## src/rtl/rf_writeback_arbiter_pkg.sv

```systemverilog
// Shared types for the register-file write-back path.
// Holds the data/address widths, the register count, the hard-wired zero
// register, and the write-request struct used by the WB stage and the RF.
package rf_writeback_arbiter_pkg;

  localparam int DATA_W = 32;
  localparam int ADDR_W = 5;
  localparam int NREGS  = 1 << ADDR_W;

  localparam logic [ADDR_W-1:0] ZERO_REG = '0;

  typedef struct packed {
    logic [ADDR_W-1:0] addr;
    logic [DATA_W-1:0] data;
  } wr_req_t;

  // Writes to r0 are architecturally dead and never reach the RF.
  function automatic logic is_live(input logic [ADDR_W-1:0] a);
    return a != ZERO_REG;
  endfunction

endpackage

```

## src/rtl/rf_writeback_arbiter_if.sv

```systemverilog
// Bundle of the write-back arbiter's handshake and bus signals.
//   pipe_*  : single-cycle write-back from the main pipeline
//   aux_*   : valid/ready results from multi-cycle units
//   rsv_*   : scoreboard reservation at multi-cycle issue
//   q_*     : scoreboard queries from the hazard unit
//   rf_*    : register-file write port
// master = the surrounding pipeline / RF side, slave = the arbiter.
interface rf_writeback_arbiter_if;
  import rf_writeback_arbiter_pkg::*;

  logic              pipe_wr_en;
  logic [ADDR_W-1:0] pipe_wr_addr;
  logic [DATA_W-1:0] pipe_wr_data;
  logic              aux_valid;
  logic              aux_ready;
  logic [ADDR_W-1:0] aux_addr;
  logic [DATA_W-1:0] aux_data;
  logic              rsv_en;
  logic [ADDR_W-1:0] rsv_addr;
  logic [ADDR_W-1:0] q_addr_1;
  logic [ADDR_W-1:0] q_addr_2;
  logic              q_busy_1;
  logic              q_busy_2;
  logic              rf_we;
  logic [ADDR_W-1:0] rf_waddr;
  logic [DATA_W-1:0] rf_wdata;

  modport master (
    output pipe_wr_en, pipe_wr_addr, pipe_wr_data,
    output aux_valid, aux_addr, aux_data,
    input  aux_ready,
    output rsv_en, rsv_addr, q_addr_1, q_addr_2,
    input  q_busy_1, q_busy_2,
    input  rf_we, rf_waddr, rf_wdata
  );

  modport slave (
    input  pipe_wr_en, pipe_wr_addr, pipe_wr_data,
    input  aux_valid, aux_addr, aux_data,
    output aux_ready,
    input  rsv_en, rsv_addr, q_addr_1, q_addr_2,
    output q_busy_1, q_busy_2,
    output rf_we, rf_waddr, rf_wdata
  );

endinterface

```

## src/rtl/wb_sync_fifo.sv

```systemverilog
// Small synchronous FIFO holding queued aux write-backs.
// Ports: clk, reset (sync, active-high), push/din, pop/dout (head, valid
// when !empty), full, empty. DEPTH must be a power of two >= 2; pointers
// wrap naturally. Caller must not push when full nor pop when empty.
module wb_sync_fifo #(
  parameter int DEPTH = 4,
  parameter int W     = 37
) (
  input  logic         clk,
  input  logic         reset,
  input  logic         push,
  input  logic [W-1:0] din,
  input  logic         pop,
  output logic [W-1:0] dout,
  output logic         full,
  output logic         empty
);
  localparam int PW = $clog2(DEPTH);

  logic [W-1:0]  mem_q [DEPTH];
  logic [PW-1:0] wr_ptr_q, wr_ptr_d;
  logic [PW-1:0] rd_ptr_q, rd_ptr_d;
  logic [PW:0]   cnt_q, cnt_d;

  always_comb begin
    wr_ptr_d = wr_ptr_q;
    rd_ptr_d = rd_ptr_q;
    if (push) wr_ptr_d = wr_ptr_q + 1'b1;
    if (pop)  rd_ptr_d = rd_ptr_q + 1'b1;
    cnt_d = cnt_q + (PW+1)'(push) - (PW+1)'(pop);
  end

  always_ff @(posedge clk) begin
    if (reset) begin
      wr_ptr_q <= '0;
      rd_ptr_q <= '0;
      cnt_q    <= '0;
    end else begin
      wr_ptr_q <= wr_ptr_d;
      rd_ptr_q <= rd_ptr_d;
      cnt_q    <= cnt_d;
    end
  end

  // Storage needs no reset: entries are only read behind the count.
  always_ff @(posedge clk) begin
    if (push) mem_q[wr_ptr_q] <= din;
  end

  assign dout  = mem_q[rd_ptr_q];
  assign full  = cnt_q == (PW+1)'(DEPTH);
  assign empty = cnt_q == '0;

endmodule

```

## src/rtl/rf_writeback_arbiter.sv

```systemverilog
// Register-file write-port arbiter.
// Merges main-pipeline write-backs (highest priority, latency 1) with
// in-order queued results from multi-cycle units, and keeps a per-register
// pending-write scoreboard for the hazard unit.
// Ports: clk, reset (sync, active-high), bus (rf_writeback_arbiter_if.slave).
// Data/address widths come from rf_writeback_arbiter_pkg; DEPTH sizes the
// aux FIFO.
// Optional macro RF_WB_BYPASS_EN: when defined, an aux result arriving with
// the FIFO empty and no live pipe write goes straight to rf_* (latency 1).
module rf_writeback_arbiter
  import rf_writeback_arbiter_pkg::*;
#(
  parameter int DEPTH = 4
) (
  input  logic                    clk,
  input  logic                    reset,
  rf_writeback_arbiter_if.slave   bus
);

  wr_req_t           fifo_din, fifo_head;
  logic              fifo_push, fifo_pop, fifo_full, fifo_empty;
  logic              pipe_act, aux_xfer, aux_live, bypass;
  logic              rf_we_q, rf_we_d;
  wr_req_t           rf_req_q, rf_req_d;
  logic [NREGS-1:0]  busy_q, busy_d;

  assign bus.aux_ready = !fifo_full && !reset;

  assign pipe_act = bus.pipe_wr_en && is_live(bus.pipe_wr_addr);
  assign aux_xfer = bus.aux_valid && bus.aux_ready;
  assign aux_live = aux_xfer && is_live(bus.aux_addr);

`ifdef RF_WB_BYPASS_EN
  assign bypass = aux_live && fifo_empty && !pipe_act;
`else
  assign bypass = 1'b0;
`endif

  // r0 results are accepted by the handshake but never enqueued.
  assign fifo_push     = aux_live && !bypass;
  assign fifo_din.addr = bus.aux_addr;
  assign fifo_din.data = bus.aux_data;
  // A dead (r0) pipe write leaves the slot free for a drain.
  assign fifo_pop      = !pipe_act && !fifo_empty;

  wb_sync_fifo #(.DEPTH(DEPTH), .W($bits(wr_req_t))) u_fifo (
    .clk   (clk),
    .reset (reset),
    .push  (fifo_push),
    .din   (fifo_din),
    .pop   (fifo_pop),
    .dout  (fifo_head),
    .full  (fifo_full),
    .empty (fifo_empty)
  );

  always_comb begin
    rf_we_d  = 1'b0;
    rf_req_d = rf_req_q;  // addr/data hold when idle
    busy_d   = busy_q;
    if (pipe_act) begin
      rf_we_d       = 1'b1;
      rf_req_d.addr = bus.pipe_wr_addr;
      rf_req_d.data = bus.pipe_wr_data;
    end else if (fifo_pop) begin
      rf_we_d  = 1'b1;
      rf_req_d = fifo_head;
      busy_d[fifo_head.addr] = 1'b0;
    end else if (bypass) begin
      rf_we_d  = 1'b1;
      rf_req_d = fifo_din;
      busy_d[bus.aux_addr] = 1'b0;
    end
    // Reservation applied after the clear so a same-edge set wins.
    if (bus.rsv_en && is_live(bus.rsv_addr)) busy_d[bus.rsv_addr] = 1'b1;
    busy_d[ZERO_REG] = 1'b0;
  end

  always_ff @(posedge clk) begin
    if (reset) begin
      rf_we_q  <= 1'b0;
      rf_req_q <= '0;
      busy_q   <= '0;
    end else begin
      rf_we_q  <= rf_we_d;
      rf_req_q <= rf_req_d;
      busy_q   <= busy_d;
    end
  end

  assign bus.rf_we    = rf_we_q;
  assign bus.rf_waddr = rf_req_q.addr;
  assign bus.rf_wdata = rf_req_q.data;
  assign bus.q_busy_1 = busy_q[bus.q_addr_1];
  assign bus.q_busy_2 = busy_q[bus.q_addr_2];

endmodule
```

## src/flat_wrapper.sv

```systemverilog
// flat-port wrapper written by rule: the top's interface ports become plain ports
module rf_writeback_arbiter_flat import rf_writeback_arbiter_pkg::*;
#(
  parameter int DEPTH = 4
)
  (clk, reset, bus_pipe_wr_en, bus_pipe_wr_addr, bus_pipe_wr_data, bus_aux_valid, bus_aux_addr, bus_aux_data, bus_aux_ready, bus_rsv_en, bus_rsv_addr, bus_q_addr_1, bus_q_addr_2, bus_q_busy_1, bus_q_busy_2, bus_rf_we, bus_rf_waddr, bus_rf_wdata);
  rf_writeback_arbiter_if bus_i ();
  input  logic clk;
  input  logic reset;
  input wire logic [$bits(bus_i.pipe_wr_en)-1:0] bus_pipe_wr_en;
  input wire logic [$bits(bus_i.pipe_wr_addr)-1:0] bus_pipe_wr_addr;
  input wire logic [$bits(bus_i.pipe_wr_data)-1:0] bus_pipe_wr_data;
  input wire logic [$bits(bus_i.aux_valid)-1:0] bus_aux_valid;
  input wire logic [$bits(bus_i.aux_addr)-1:0] bus_aux_addr;
  input wire logic [$bits(bus_i.aux_data)-1:0] bus_aux_data;
  output wire logic [$bits(bus_i.aux_ready)-1:0] bus_aux_ready;
  input wire logic [$bits(bus_i.rsv_en)-1:0] bus_rsv_en;
  input wire logic [$bits(bus_i.rsv_addr)-1:0] bus_rsv_addr;
  input wire logic [$bits(bus_i.q_addr_1)-1:0] bus_q_addr_1;
  input wire logic [$bits(bus_i.q_addr_2)-1:0] bus_q_addr_2;
  output wire logic [$bits(bus_i.q_busy_1)-1:0] bus_q_busy_1;
  output wire logic [$bits(bus_i.q_busy_2)-1:0] bus_q_busy_2;
  output wire logic [$bits(bus_i.rf_we)-1:0] bus_rf_we;
  output wire logic [$bits(bus_i.rf_waddr)-1:0] bus_rf_waddr;
  output wire logic [$bits(bus_i.rf_wdata)-1:0] bus_rf_wdata;
  assign bus_i.pipe_wr_en = bus_pipe_wr_en;
  assign bus_i.pipe_wr_addr = bus_pipe_wr_addr;
  assign bus_i.pipe_wr_data = bus_pipe_wr_data;
  assign bus_i.aux_valid = bus_aux_valid;
  assign bus_i.aux_addr = bus_aux_addr;
  assign bus_i.aux_data = bus_aux_data;
  assign bus_aux_ready = bus_i.aux_ready;
  assign bus_i.rsv_en = bus_rsv_en;
  assign bus_i.rsv_addr = bus_rsv_addr;
  assign bus_i.q_addr_1 = bus_q_addr_1;
  assign bus_i.q_addr_2 = bus_q_addr_2;
  assign bus_q_busy_1 = bus_i.q_busy_1;
  assign bus_q_busy_2 = bus_i.q_busy_2;
  assign bus_rf_we = bus_i.rf_we;
  assign bus_rf_waddr = bus_i.rf_waddr;
  assign bus_rf_wdata = bus_i.rf_wdata;
  rf_writeback_arbiter #(.DEPTH(DEPTH)) u_core (.clk(clk), .reset(reset), .bus(bus_i));
endmodule
```

## config.mk

```make
export PLATFORM = sky130hd
export DESIGN_NAME = rf_writeback_arbiter_flat
export DESIGN_NICKNAME = d
export VERILOG_FILES = /design/src/rtl/rf_writeback_arbiter_pkg.sv /design/src/rtl/rf_writeback_arbiter_if.sv /design/src/rtl/wb_sync_fifo.sv /design/src/rtl/rf_writeback_arbiter.sv /design/src/flat_wrapper.sv
export SDC_FILE = /design/constraint.sdc
export NUM_CORES = 1
export LEC_CHECK = 0
export ABC_AREA = 0
export CAP_MARGIN = 15
export CELL_PAD_IN_SITES_DETAIL_PLACEMENT = 0
export CELL_PAD_IN_SITES_GLOBAL_PLACEMENT = 1
export CORE_MARGIN = 5
export CORE_UTILIZATION = 48
export DETAILED_ROUTE_END_ITERATION = 6
export PLACE_DENSITY = 0.84
export RECOVER_POWER = 25
export SYNTH_ARGS = -nofsm -noshare
export SYNTH_HDL_FRONTEND = slang
export SYNTH_SLANG_ARGS = --single-unit
```

## constraint.sdc

```tcl
create_clock -name clk -period 4 [get_ports clk]
set_clock_uncertainty 0.1 [all_clocks]
set_input_delay 0.4 -clock clk [delete_from_list [all_inputs] [get_ports clk]]
set_output_delay 0.4 -clock clk [all_outputs]
set_load 0.1 [all_outputs]
```

==> flow_metrics.py <==
metrics = {
    "status": {
        "status": "completed",
    },
    "critical_path": {
        "cp-end-kind": "register",
        "r2r-start": "u_core.u_fifo.cnt_q[1]",
        "max_stage_delay_ns": 0.73,
        "worstSetupStartpointType": "primary input",
        "path_cells": "clkdlybuf4s50_1 > nor4_1 > a211oi_1 > and2_1 > inv_1 > ha_1 > inv_1 > ha_1 > fa_1 > xnor2_1 > xnor2_1 > nor2_1",
        "critPathSlowestCell": "a211oi_1",
        "path_class": "in -> reg",
        "crit_required_ns": 4.26,
        "arrival_ns": 3.37,
        "critPathMaxFanout": 8,
        "cp-startpoint": "bus_aux_addr[3]",
    },
    "clocking": {
        "clk_pin_slew_worst_paths_ns": 0.06,
        "htree_levels": 1,
        "insertion_delay_ns": 0.50,
        "cts_buffers": 24,
        "clock-root-buffer": "clkbuf_16",
        "cts_hold_buffers": 0,
        "post_cts_buffers": 0,
        "cts_sinks": 226,
        "tritoncts": "built",
        "clock_path_buffers": 3,
        "ctsResizeCount": 0,
    },
    "routing": {
        "drc": 0,
        "viasPerCell": 5.79,
        "routedWlPerCell_um": 21.0,
        "finalWirelength_um": 23000,
        "drt.antenna.violating_nets": 0,
        "drt_iter0_drc": 471,
        "vias": 6356,
        "dr.pass1.iters": 5,
    },
    "sta": {
        "tns_ns": 0,
        "min_period_ns": 3.11,
        "hold_viol_final": 0,
        "tightest_slew_ns": 1.05,
        "setup_violations": 0,
        "fmax_mhz": 321,
        "slew_viol_final": 0,
        "final.period_utilization_pct": 77.8,
        "slew-limit-headroom_pct": 29.8,
        "rsz0062_at_grt": "no",
    },
    "finish": {
        "n_antenna_cell": 0,
        "instances_no_fill": 1097,
        "final_util_pct": 60.6,
        "stdcell_area_mm2": 0.0118,
        "layout.nets": 915,
        "areaGrowthSynthToFinish_pct": 24.9,
        "drive_above_1_share_pct": 12.0,
        "fill_cells": 1516,
    },
    "synthesis": {
        "synth_cells": 690,
        "synth_cell_types": 43,
        "syn_nets": 791,
        "netlist_area_mm2": 0.00942,
        "ys_seq_area_share_pct": 63.8,
        "avgSynthCellArea_um2": 13.6,
        "ys_warn_count": 0,
        "ys_ff_latch": 226,
    },
    "job": {
        "max_cap_viol_count": 0,
    },
    "floorplanning": {
        "top_level_ports": 135,
        "fp-row-count": 51,
        "die_h_um": 150,
        "die_x_um": 150,
        "design.core.area_mm2": 0.0194,
        "start_util_pct": 48.5,
        "dieArea_mm2": 0.0225,
    },
    "placed_design": {
        "hpwlAfterDp_um": 15000,
        "dp.cells": 1053,
        "place_congestion": 0.878,
        "place_area_mm2": 0.0110,
        "port_buffers": 134,
    },
    "worst_hold_path": {
        "hp-start": "reset",
        "hold_class": "in -> reg",
    },
    "global_route": {
        "grt_first_pass_wirelength_um": 36300,
        "grt_max_degree": 79,
        "grt_usage_pct": 20.5,
        "grt_pass1_vias": 6709,
        "grt-ovfl-total": 0,
        "antenna_found_initial": 2,
    },
    "pwr": {
        "p_per_area_mw_per_mm2": 603,
        "p_leak_nw": 3.86,
        "vdd_drop_max_mv": 0.422,
    },
}
-- power by group --
part	internal [mW]	leakage, nW	switching, mW	total (mW)
clock network	1.29	0.375	0.850	2.14
logic	0.660	1.51	1.49	2.15
registers	2.68	1.98	0.113	2.79
total	4.63	3.86	2.46	7.09
-- cell usage after synthesis --
library cell / number / area share [%]
mux4_2: 46 / 11
mux2_2: 1 / 0.12
dfxtp_1: 78 / 17
nor4b_1: 1 / 0.093
and2_1: 1 / 0.066
xnor2_1: 3 / 0.28
nand3_1: 6 / 0.32
and4_1: 1 / 0.093
mux2i_1: 13 / 1.4
a21o_1: 1 / 0.080
nand4_1: 6 / 0.40
buf_2: 15 / 0.80
a32oi_1: 2 / 0.19
nor3_1: 10 / 0.53
or3b_1: 3 / 0.28
nor4_1: 1 / 0.066
a2111o_1: 1 / 0.12
a21oi_1: 31 / 1.6
nand2_1: 97 / 3.9
buf_6: 2 / 0.24
o211ai_1: 2 / 0.16
edfxtp_1: 148 / 47
o31ai_1: 26 / 2.1
a311oi_1: 37 / 3.4
and3b_1: 2 / 0.19
nor3b_1: 7 / 0.56
nor2_1: 60 / 2.4
and3_1: 9 / 0.60
nor2b_1: 4 / 0.27
buf_1: 7 / 0.28
or3_1: 3 / 0.20
o21ai_0: 3 / 0.16
clkbuf_1: 21 / 0.84
xor2_1: 1 / 0.093
inv_1: 9 / 0.36
and4b_1: 2 / 0.21
nand2b_1: 2 / 0.13
a211oi_1: 9 / 0.72
a41oi_1: 2 / 0.19
nand3b_1: 9 / 0.72
ha_1: 6 / 0.80
o21a_1: 1 / 0.080
fa_1: 1 / 0.21
-- metrics by stage --
stage	power (mW)	worst slack, ns	hold WS [ns]
after floorplan	4.37	0.995	0.355
after detailed placement	5.01	0.444	0.375
final	7.09	0.888	0.262
after CTS	7.15	0.918	0.233
after global placement	4.97	0.625	0.373
after global routing	7.39	0.710	0.276
-- flip-flops by register name, summed over array words and instances (netlist names), named ones only --
signal / flops
u_core.u_fifo.rd_ptr_q: 2
u_core.bus.rf_wdata: 32
u_core.u_fifo.mem_q: 148
u_core.bus.rf_waddr: 5
u_core.u_fifo.cnt_q: 3
u_core.busy_q: 31
u_core.bus.rf_we: 1
u_core.u_fifo.wr_ptr_q: 2
-- path summary, 6_finish.rpt --
path	to	slack, ns	cells past startpoint
worst max-delay path	u_core.u_fifo.cnt_q[2]	0.89	12
worst min-delay path	u_core.u_fifo.wr_ptr_q[0]	0.26	4
worst max register to register	u_core.u_fifo.cnt_q[2]	0.95	11
worst min register to register	u_core.bus.rf_waddr[1]	0.38	2
-- area by class of cell --
class	instances	area [µm²]	area share, %
Sequential cell	226	6010	51.1
Timing Repair Buffer	143	1420	12.1
Tap cell	265	332	2.82
Clock inverter	10	95.1	0.809
Clock buffer	34	669	5.69
Inverter	9	33.8	0.287
Multi-Input combinational cell	410	3200	27.2
-- logic make-up (layout without fill, tap and decap cells) --
group | count (synthesis) | after routing | share of synthesized area, %
AOI/OAI and AO/OA | 115 | 115 | 8.85
xor gates and xnor gates | 4 | 4 | 0.372
adders and majority gates | 7 | 7 | 1.01
buffers and inverters | 54 | 196 | 2.51
DFF | 226 | 226 | 63.8
muxes | 60 | 60 | 12.5
and+or+nand+nor | 224 | 224 | 11.0
-- per-layer routing --
metal  up-vias  part of all wire (%)  track usage (%)  routed length (µm)
met3        37                   5.7             3.18                1300
met2       204                    51             35.3               11600
met4         4                   1.4             4.62                 328
li1       2921                     -                -                   -
met5         -                 0.083                0                  19
met1      3190                    42             27.7                9720
-- cells in the final DEF, fill, tap and decap left out, types with 3 or more instances in the layout --
| cell | Yosys | layout |
|---|---|---|
| buf_4 | 0 | 10 |
| or3_1 | 3 | 3 |
| nand3b_1 | 9 | 9 |
| nor3b_1 | 7 | 7 |
| a311oi_1 | 37 | 37 |
| clkinv_2 | 0 | 4 |
| clkinv_1 | 0 | 4 |
| clkdlybuf4s50_1 | 0 | 103 |
| nand2_1 | 97 | 97 |
| nor2b_1 | 4 | 4 |
| nor3_1 | 10 | 9 |
| xnor2_1 | 3 | 3 |
| mux4_2 | 46 | 46 |
| clkbuf_16 | 0 | 25 |
| a21oi_1 | 31 | 31 |
| nor2_1 | 60 | 60 |
| dfxtp_1 | 78 | 76 |
| edfxtp_1 | 148 | 148 |
| nand3_1 | 6 | 6 |
| dlygate4sd3_1 | 0 | 27 |
| and3_1 | 9 | 5 |
| or3b_1 | 3 | 3 |
| nand4_1 | 6 | 6 |
| ha_1 | 6 | 6 |
| and3_2 | 0 | 4 |
| clkbuf_1 | 21 | 8 |
| mux2i_1 | 13 | 13 |
| a211oi_1 | 9 | 9 |
| inv_1 | 9 | 9 |
| o21ai_0 | 3 | 3 |
| o31ai_1 | 26 | 25 |
-- critical path: cells and delay by family --
family / cells / cell delay [ns]
adder cells (fa/ha/maj): 3 / 0.82
AO/OA/AOI/OAI: 1 / 0.73
AND/OR/NAND/NOR: 3 / 0.44
buffers and inverters: 3 / 0.65
XOR/XNOR: 2 / 0.33
No activity file was read; power rests on OpenSTA's default activity.
